<file path="src/rtl/ahb_lite_bram_ctrl_if.sv">
// AHB-Lite slave-side bus bundle for the BRAM controller.
// The master modport drives the address/data phase, including the HREADY feedback.
interface ahb_lite_bram_ctrl_if;
    logic        HSEL;
    logic [31:0] HADDR;
    logic [1:0]  HTRANS;
    logic        HWRITE;
    logic [2:0]  HSIZE;
    logic [31:0] HWDATA;
    logic        HREADY;
    logic        HREADYOUT;
    logic        HRESP;
    logic [31:0] HRDATA;

    modport master (
        output HSEL, HADDR, HTRANS, HWRITE, HSIZE, HWDATA, HREADY,
        input  HREADYOUT, HRESP, HRDATA
    );

    modport slave (
        input  HSEL, HADDR, HTRANS, HWRITE, HSIZE, HWDATA, HREADY,
        output HREADYOUT, HRESP, HRDATA
    );
endinterface

</file>
<file path="src/rtl/ahb_lite_bram_ctrl.sv">
// Zero-wait-state AHB-Lite to single-port BRAM bridge with write-to-read forwarding.
// Define BRAM_CTRL_ERR_EN to enable out-of-range / misalignment ERROR responses.
module ahb_lite_bram_ctrl #(
    parameter int MEMWIDTH  = 8,
    parameter int DATAWIDTH = 32
) (
    input  logic                 clk,
    input  logic                 rst_n,
    ahb_lite_bram_ctrl_if.slave  ahb,
    output logic                 mem_wen,
    output logic [MEMWIDTH-1:0]  mem_waddr,
    output logic [MEMWIDTH-1:0]  mem_raddr,
    output logic [DATAWIDTH-1:0] mem_wdata,
    input  logic [DATAWIDTH-1:0] mem_rdata
);
    localparam int LANES = DATAWIDTH / 8;

    localparam logic [2:0] IDLE = 3'd0;
    localparam logic [2:0] RD   = 3'd1;
    localparam logic [2:0] WR   = 3'd2;
`ifdef BRAM_CTRL_ERR_EN
    localparam logic [2:0] ERR1 = 3'd3;
    localparam logic [2:0] ERR2 = 3'd4;
`endif

    logic [2:0]           state_reg, state_next;
    logic [MEMWIDTH-1:0]  word_addr_reg;
    logic [1:0]           byte_off_reg;
    logic [2:0]           size_reg;
    logic                 write_reg;
    logic                 fwd_valid_reg;
    logic [MEMWIDTH-1:0]  fwd_addr_reg;
    logic [DATAWIDTH-1:0] fwd_data_reg;

    logic                 accept;
    logic                 in_rd;
    logic                 in_wr;
    logic [DATAWIDTH-1:0] old_word;
    logic [LANES-1:0]     lane_sel;
    logic                 unused_bits;

    assign accept    = ahb.HSEL & ahb.HREADY & ahb.HTRANS[1];
    // Read address is always presented so the word is ready in the data phase
    assign mem_raddr = ahb.HADDR[MEMWIDTH+1:2];

`ifdef BRAM_CTRL_ERR_EN
    logic addr_err;

    assign addr_err = (|ahb.HADDR[31:MEMWIDTH+2])
                    | ((ahb.HSIZE == 3'd1) & ahb.HADDR[0])
                    | ((ahb.HSIZE == 3'd2) & (ahb.HADDR[1:0] != 2'b00));

    always_comb begin
        state_next = IDLE;
        if (state_reg == ERR1) begin
            state_next = ERR2;
        end else if (accept) begin
            state_next = addr_err ? ERR1 : (ahb.HWRITE ? WR : RD);
        end
    end

    assign ahb.HREADYOUT = (state_reg != ERR1);
    assign ahb.HRESP     = (state_reg == ERR1) | (state_reg == ERR2);
    assign unused_bits   = ahb.HTRANS[0];
`else
    always_comb begin
        state_next = IDLE;
        if (accept) begin
            state_next = ahb.HWRITE ? WR : RD;
        end
    end

    assign ahb.HREADYOUT = 1'b1;
    assign ahb.HRESP     = 1'b0;
    // Upper address bits are dropped so accesses wrap within the BRAM
    assign unused_bits   = ^{ahb.HTRANS[0], ahb.HADDR[31:MEMWIDTH+2]};
`endif

    always_ff @(posedge clk or negedge rst_n) begin
        if (!rst_n) begin
            state_reg     <= IDLE;
            word_addr_reg <= '0;
            byte_off_reg  <= '0;
            size_reg      <= '0;
            write_reg     <= 1'b0;
        end else begin
            state_reg <= state_next;
            if (accept) begin
                word_addr_reg <= ahb.HADDR[MEMWIDTH+1:2];
                byte_off_reg  <= ahb.HADDR[1:0];
                size_reg      <= ahb.HSIZE;
                write_reg     <= ahb.HWRITE;
            end
        end
    end

    // The BRAM returns stale data when a word is read in the same cycle it is
    // written; remembering the last write lets the next data phase see it.
    always_ff @(posedge clk or negedge rst_n) begin
        if (!rst_n) begin
            fwd_valid_reg <= 1'b0;
            fwd_addr_reg  <= '0;
            fwd_data_reg  <= '0;
        end else begin
            fwd_valid_reg <= mem_wen;
            fwd_addr_reg  <= mem_waddr;
            fwd_data_reg  <= mem_wdata;
        end
    end

    assign in_rd    = (state_reg == RD);
    assign in_wr    = (state_reg == WR);
    assign old_word = (fwd_valid_reg && (fwd_addr_reg == word_addr_reg)) ? fwd_data_reg : mem_rdata;

    assign mem_wen   = in_wr & write_reg;
    assign mem_waddr = word_addr_reg;

    // Sub-word writes are read-modify-write of the whole word
    generate
        for (genvar gi = 0; gi < LANES; gi++) begin : g_lane
            localparam logic [1:0] LANE = 2'(gi);
            assign lane_sel[gi] = (size_reg >= 3'd2)
                                | ((size_reg == 3'd1) & (byte_off_reg[1] == LANE[1]))
                                | ((size_reg == 3'd0) & (byte_off_reg == LANE));
            assign mem_wdata[8*gi +: 8] = lane_sel[gi] ? ahb.HWDATA[8*gi +: 8] : old_word[8*gi +: 8];
        end
    endgenerate

    assign ahb.HRDATA = in_rd ? old_word : '0;
endmodule

</file>
<file path="src/flat_wrapper.sv">
// flat-port wrapper written by rule: the top's interface ports become plain ports
module ahb_lite_bram_ctrl_flat 
#(
    parameter int MEMWIDTH  = 8,
    parameter int DATAWIDTH = 32
)
  (clk, rst_n, mem_wen, mem_waddr, mem_raddr, mem_wdata, mem_rdata, ahb_HSEL, ahb_HADDR, ahb_HTRANS, ahb_HWRITE, ahb_HSIZE, ahb_HWDATA, ahb_HREADY, ahb_HREADYOUT, ahb_HRESP, ahb_HRDATA);
  ahb_lite_bram_ctrl_if ahb_i ();
  input  logic clk;
  input  logic rst_n;
  output logic mem_wen;
  output logic [MEMWIDTH-1:0] mem_waddr;
  output logic [MEMWIDTH-1:0] mem_raddr;
  output logic [DATAWIDTH-1:0] mem_wdata;
  input  logic [DATAWIDTH-1:0] mem_rdata;
  input wire logic [$bits(ahb_i.HSEL)-1:0] ahb_HSEL;
  input wire logic [$bits(ahb_i.HADDR)-1:0] ahb_HADDR;
  input wire logic [$bits(ahb_i.HTRANS)-1:0] ahb_HTRANS;
  input wire logic [$bits(ahb_i.HWRITE)-1:0] ahb_HWRITE;
  input wire logic [$bits(ahb_i.HSIZE)-1:0] ahb_HSIZE;
  input wire logic [$bits(ahb_i.HWDATA)-1:0] ahb_HWDATA;
  input wire logic [$bits(ahb_i.HREADY)-1:0] ahb_HREADY;
  output wire logic [$bits(ahb_i.HREADYOUT)-1:0] ahb_HREADYOUT;
  output wire logic [$bits(ahb_i.HRESP)-1:0] ahb_HRESP;
  output wire logic [$bits(ahb_i.HRDATA)-1:0] ahb_HRDATA;
  assign ahb_i.HSEL = ahb_HSEL;
  assign ahb_i.HADDR = ahb_HADDR;
  assign ahb_i.HTRANS = ahb_HTRANS;
  assign ahb_i.HWRITE = ahb_HWRITE;
  assign ahb_i.HSIZE = ahb_HSIZE;
  assign ahb_i.HWDATA = ahb_HWDATA;
  assign ahb_i.HREADY = ahb_HREADY;
  assign ahb_HREADYOUT = ahb_i.HREADYOUT;
  assign ahb_HRESP = ahb_i.HRESP;
  assign ahb_HRDATA = ahb_i.HRDATA;
  ahb_lite_bram_ctrl #(.MEMWIDTH(MEMWIDTH), .DATAWIDTH(DATAWIDTH)) u_core (.clk(clk), .rst_n(rst_n), .ahb(ahb_i), .mem_wen(mem_wen), .mem_waddr(mem_waddr), .mem_raddr(mem_raddr), .mem_wdata(mem_wdata), .mem_rdata(mem_rdata));
endmodule
</file>
<file path="config.mk">
export PLATFORM = sky130hd
export DESIGN_NAME = ahb_lite_bram_ctrl_flat
export DESIGN_NICKNAME = d
export VERILOG_FILES = /design/src/rtl/ahb_lite_bram_ctrl_if.sv /design/src/rtl/ahb_lite_bram_ctrl.sv /design/src/flat_wrapper.sv
export SDC_FILE = /design/constraint.sdc
export NUM_CORES = 1
export LEC_CHECK = 0
export BUFFER_PORTS_ARGS = -buffer_cell sky130_fd_sc_hd__buf_2
export CELL_PAD_IN_SITES_DETAIL_PLACEMENT = 0
export CELL_PAD_IN_SITES_GLOBAL_PLACEMENT = 1
export CORE_ASPECT_RATIO = 1.5
export CORE_UTILIZATION = 35
export DETAILED_ROUTE_END_ITERATION = 12
export PLACE_DENSITY_LB_ADDON = 0.1
export SYNTH_ARGS = -nofsm -noshare
export SYNTH_HDL_FRONTEND = slang
export SYNTH_SLANG_ARGS = --single-unit
</file>
<file path="constraint.sdc">
create_clock -name clk -period 4.2 [get_ports clk]
set_input_delay 0.84 -clock clk [delete_from_list [all_inputs] [get_ports clk]]
set_output_delay 0.84 -clock clk [all_outputs]
set_load 0.02 [all_outputs]
</file>
==> metrics.md <==
| Metric | Value |
|---|---|
| Final setup vio count | 0 |
| Critical path arrival | 2.78 ns |
| Total of warnings raised by yosys | 0 |
| Final cycle utilization of the critical path | 86.1% |
| Final worst path period need | 3.62 ns |
| Clock sink count | 57 |
| Ordered list of cells on the worst path | xnor2_2, nand2_2, buf_4, o31ai_1, a31oi_1, buf_2 |
| Hold buffers post-CTS | 0 |
| Power, Total | 2.06 mW |
| RSZ-0062 raised after global routing | no |
| Worst clock skew | 0.00572 ns |
| First-pass GRT wire length | 14800 um |
| Slew margin rel. | 49.4% |
| Die outline height | 121 um |
| Source-to-sink clock delay at the later pin of the worst-skew pair | 0.32 ns |
| Power Dens Cells | 471 nW/um^2 |
| Clock tree from TritonCTS | built |
| Cell at the root of the clock tree | sky130_fd_sc_hd__clkbuf_16 |
| Most common library cell in the layout ignoring fill and taps | sky130_fd_sc_hd__buf_2 |
| Mean area per synthesized cell | 10.7 sq um |
| Post-cts resize count | 0 |
| Die area | 9860 sq um |
| Post-detailed-route DRC marker count | 0 |
| Slowest cell on the critical path | sky130_fd_sc_hd__xnor2_2 |
| Utilization of the core after routing | 47.6% |
| Vias post-DR | 2989 |
| Placeable core region | 9200 sq um |
| Number of placement rows | 43 |
| Routed length per instance | 17.3 um |
| Depth of the CTS H-tree | 3 |
| Post-synth top flop | sky130_fd_sc_hd__dfrtp_1 |
| WP data required | 3.36 ns |
| Worst min-delay path category | reg -> reg |
| Layout overhead on the synthesized area | 32.2% |
| Die W | 81.4 um |
| Number of flip-flops under the largest register name | 32 |
| Final setup TNS | 0 ns |
| TritonRoute pass-1 iters | 4 |
| Final hold viol count | 0 |
| Ratio of routed vias to standard cells | 5.24 |
| EDFF count, synth | 0 |
| Max rail drop VDD | 0.000316 V |
| #FFs+latches synth | 57 |
| Instance count of the mapped netlist | 308 |
| Effective utilization at floorplan | 36.0% |
| Post-synth cell types | 30 |
| CTS clock-pin slew for the worst setup and hold paths | 0.05 ns |
| Post-CTS setup buffers | 0 |
| GRT Util Overall | 20.5% |
| Status | complete, no violations |
| I/O Pins | 189 |
| Violation count after the first detailed-routing iteration | 126 |
| Number of antenna diodes | 0 |
| Final HPWL DP | 6950 um |
| Pin count of the biggest net entering global routing | 36 |
| Endpoint kind of the worst setup timing path | output pin |
| Worst hold slack | 0.433 ns |
| Commonest cells after routing, fill and taps aside | 163 x sky130_fd_sc_hd__buf_2, 57 x sky130_fd_sc_hd__dfrtp_1, 37 x sky130_fd_sc_hd__nor2_1 |
| Post-Route WL | 9840 um |
| Post-Syn Nets | 414 |
| Total CTS buffers | 9 |
| Worst-path fanout max | 18 |
| Longest Clk Path Bufs | 2 |
| Slew at the pin closest to its max-slew limit | 0.756 ns |
| Max-Cap Viols | 0 |
| Antenna Nets Post-Route | 0 |
| Number of max-slew violations in the final report | 0 |
| Achievable frequency | 0.276 GHz |
| Final estimated routing congestion in global placement | 0.742 |
| Worst setup path class | reg -> out |
| Net count reported at finish | 559 |
| Netlist area before placement | 3310 sq um |
| Fraction of layout instances using a drive strength above 1 | 51.3% |
| Final non-filler cell area | 4380 sq um |
| Delay of the slowest critical-path stage | 0.45 ns |
| Sequential fraction of the synthesis area | 43.1% |
| Remaining global-route overflow | 0 |
| Initial antenna violation count | 1 |
| Static Leakage | 2.10 nW |
| Port-buffer cells | 163 |
| Proportion of synthesized flip-flops having asynchronous set or reset | 100% |
| Filler Cell Count | 919 |
| Vias in the first global route | 2988 |
| Placed cell areas | 4080 sq um |
| Critical path launch point type | register |
## through the flow
stage	std cells	setup slack, ns
2_1_floorplan	308	1.61
3_3_place_gp	554	0.961
5_1_grt	570	0.402
3_5_place_dp	554	0.913
6_report	570	0.582
4_1_cts	570	0.557
## cells by family (layout without fill, tap and decap cells)
logic type | after synthesis | after routing | synth area share [%]
xor+xnor | 8 | 8 | 2.34
flops | 57 | 57 | 43.1
buf+inv | 40 | 190 | 8.05
other cells | 2 | 2 | 0.227
compound gates | 101 | 101 | 26.5
simple gates | 87 | 87 | 15.3
mux | 13 | 13 | 4.42
## power breakdown
group / leakage, nW / switching (mW) / internal [mW]
Sequential: 0.667 / 0.0485 / 0.649
Clock: 0.137 / 0.254 / 0.457
Combinational: 1.29 / 0.457 / 0.195
## per-layer routing
metal / routed length, um / share of wire [%] / up-vias / track usage (%)
met3: 744 / 7.6 / 15 / 5.19
li1: - / - / 1436 / -
met1: 3750 / 38 / 1415 / 22.4
met5: 13 / 0.13 / - / 0
met4: 208 / 2.1 / 2 / 9.93
met2: 5130 / 52 / 121 / 35.8
## synthesized netlist by cell type (10+ instances only)
cell                      number  area share, %
sky130_fd_sc_hd__dfrtp_1      57             43
sky130_fd_sc_hd__nor2_1       37            4.2
sky130_fd_sc_hd__a21oi_1      32            4.8
sky130_fd_sc_hd__a31oi_1      32            6.0
sky130_fd_sc_hd__o31ai_4      16             10
sky130_fd_sc_hd__buf_4        14            3.2
sky130_fd_sc_hd__nand4_1      14            2.6
sky130_fd_sc_hd__mux2_2       13            4.4
sky130_fd_sc_hd__o31ai_1      12            2.7
sky130_fd_sc_hd__nand4_2      11            4.2
sky130_fd_sc_hd__nand3_1      10            1.5
## critical path: cells and delay by family, from the launching register on
| family | cells | cell delay (ns) |
|---|---|---|
| simple gates | 1 | 0.43 |
| buf+inv | 2 | 0.63 |
| flops | 1 | 0.42 |
| xor+xnor | 1 | 0.45 |
| compound gates | 2 | 0.51 |
## final timing paths
kind,cells past startpoint,slack (ns),start,end
min in group asynchronous,1,0.50,rst_n,u_core.fwd_data_reg[21]
worst max register to register,5,1.79,u_core.mem_waddr[7],u_core.fwd_data_reg[31]
worst min register to register,0,0.43,u_core.mem_waddr[4],u_core.fwd_addr_reg[4]
worst max-delay path,6,0.58,u_core.mem_waddr[7],mem_wdata[31]
worst min-delay path,0,0.43,u_core.mem_waddr[4],u_core.fwd_addr_reg[4]
max in group asynchronous,2,2.84,rst_n,u_core.fwd_data_reg[19]
## cell type report
type	instances	area, sq um	area share (%)
inverter	2	7.51	0.172
multi-input combinational	211	1620	37.1
timing repair buffer	172	883	20.2
clock buffer	9	225	5.15
clock inverter	7	71.3	1.63
tap	112	140	3.20
sequential	57	1430	32.6
Note: power is estimated with default switching activity, not from simulation.
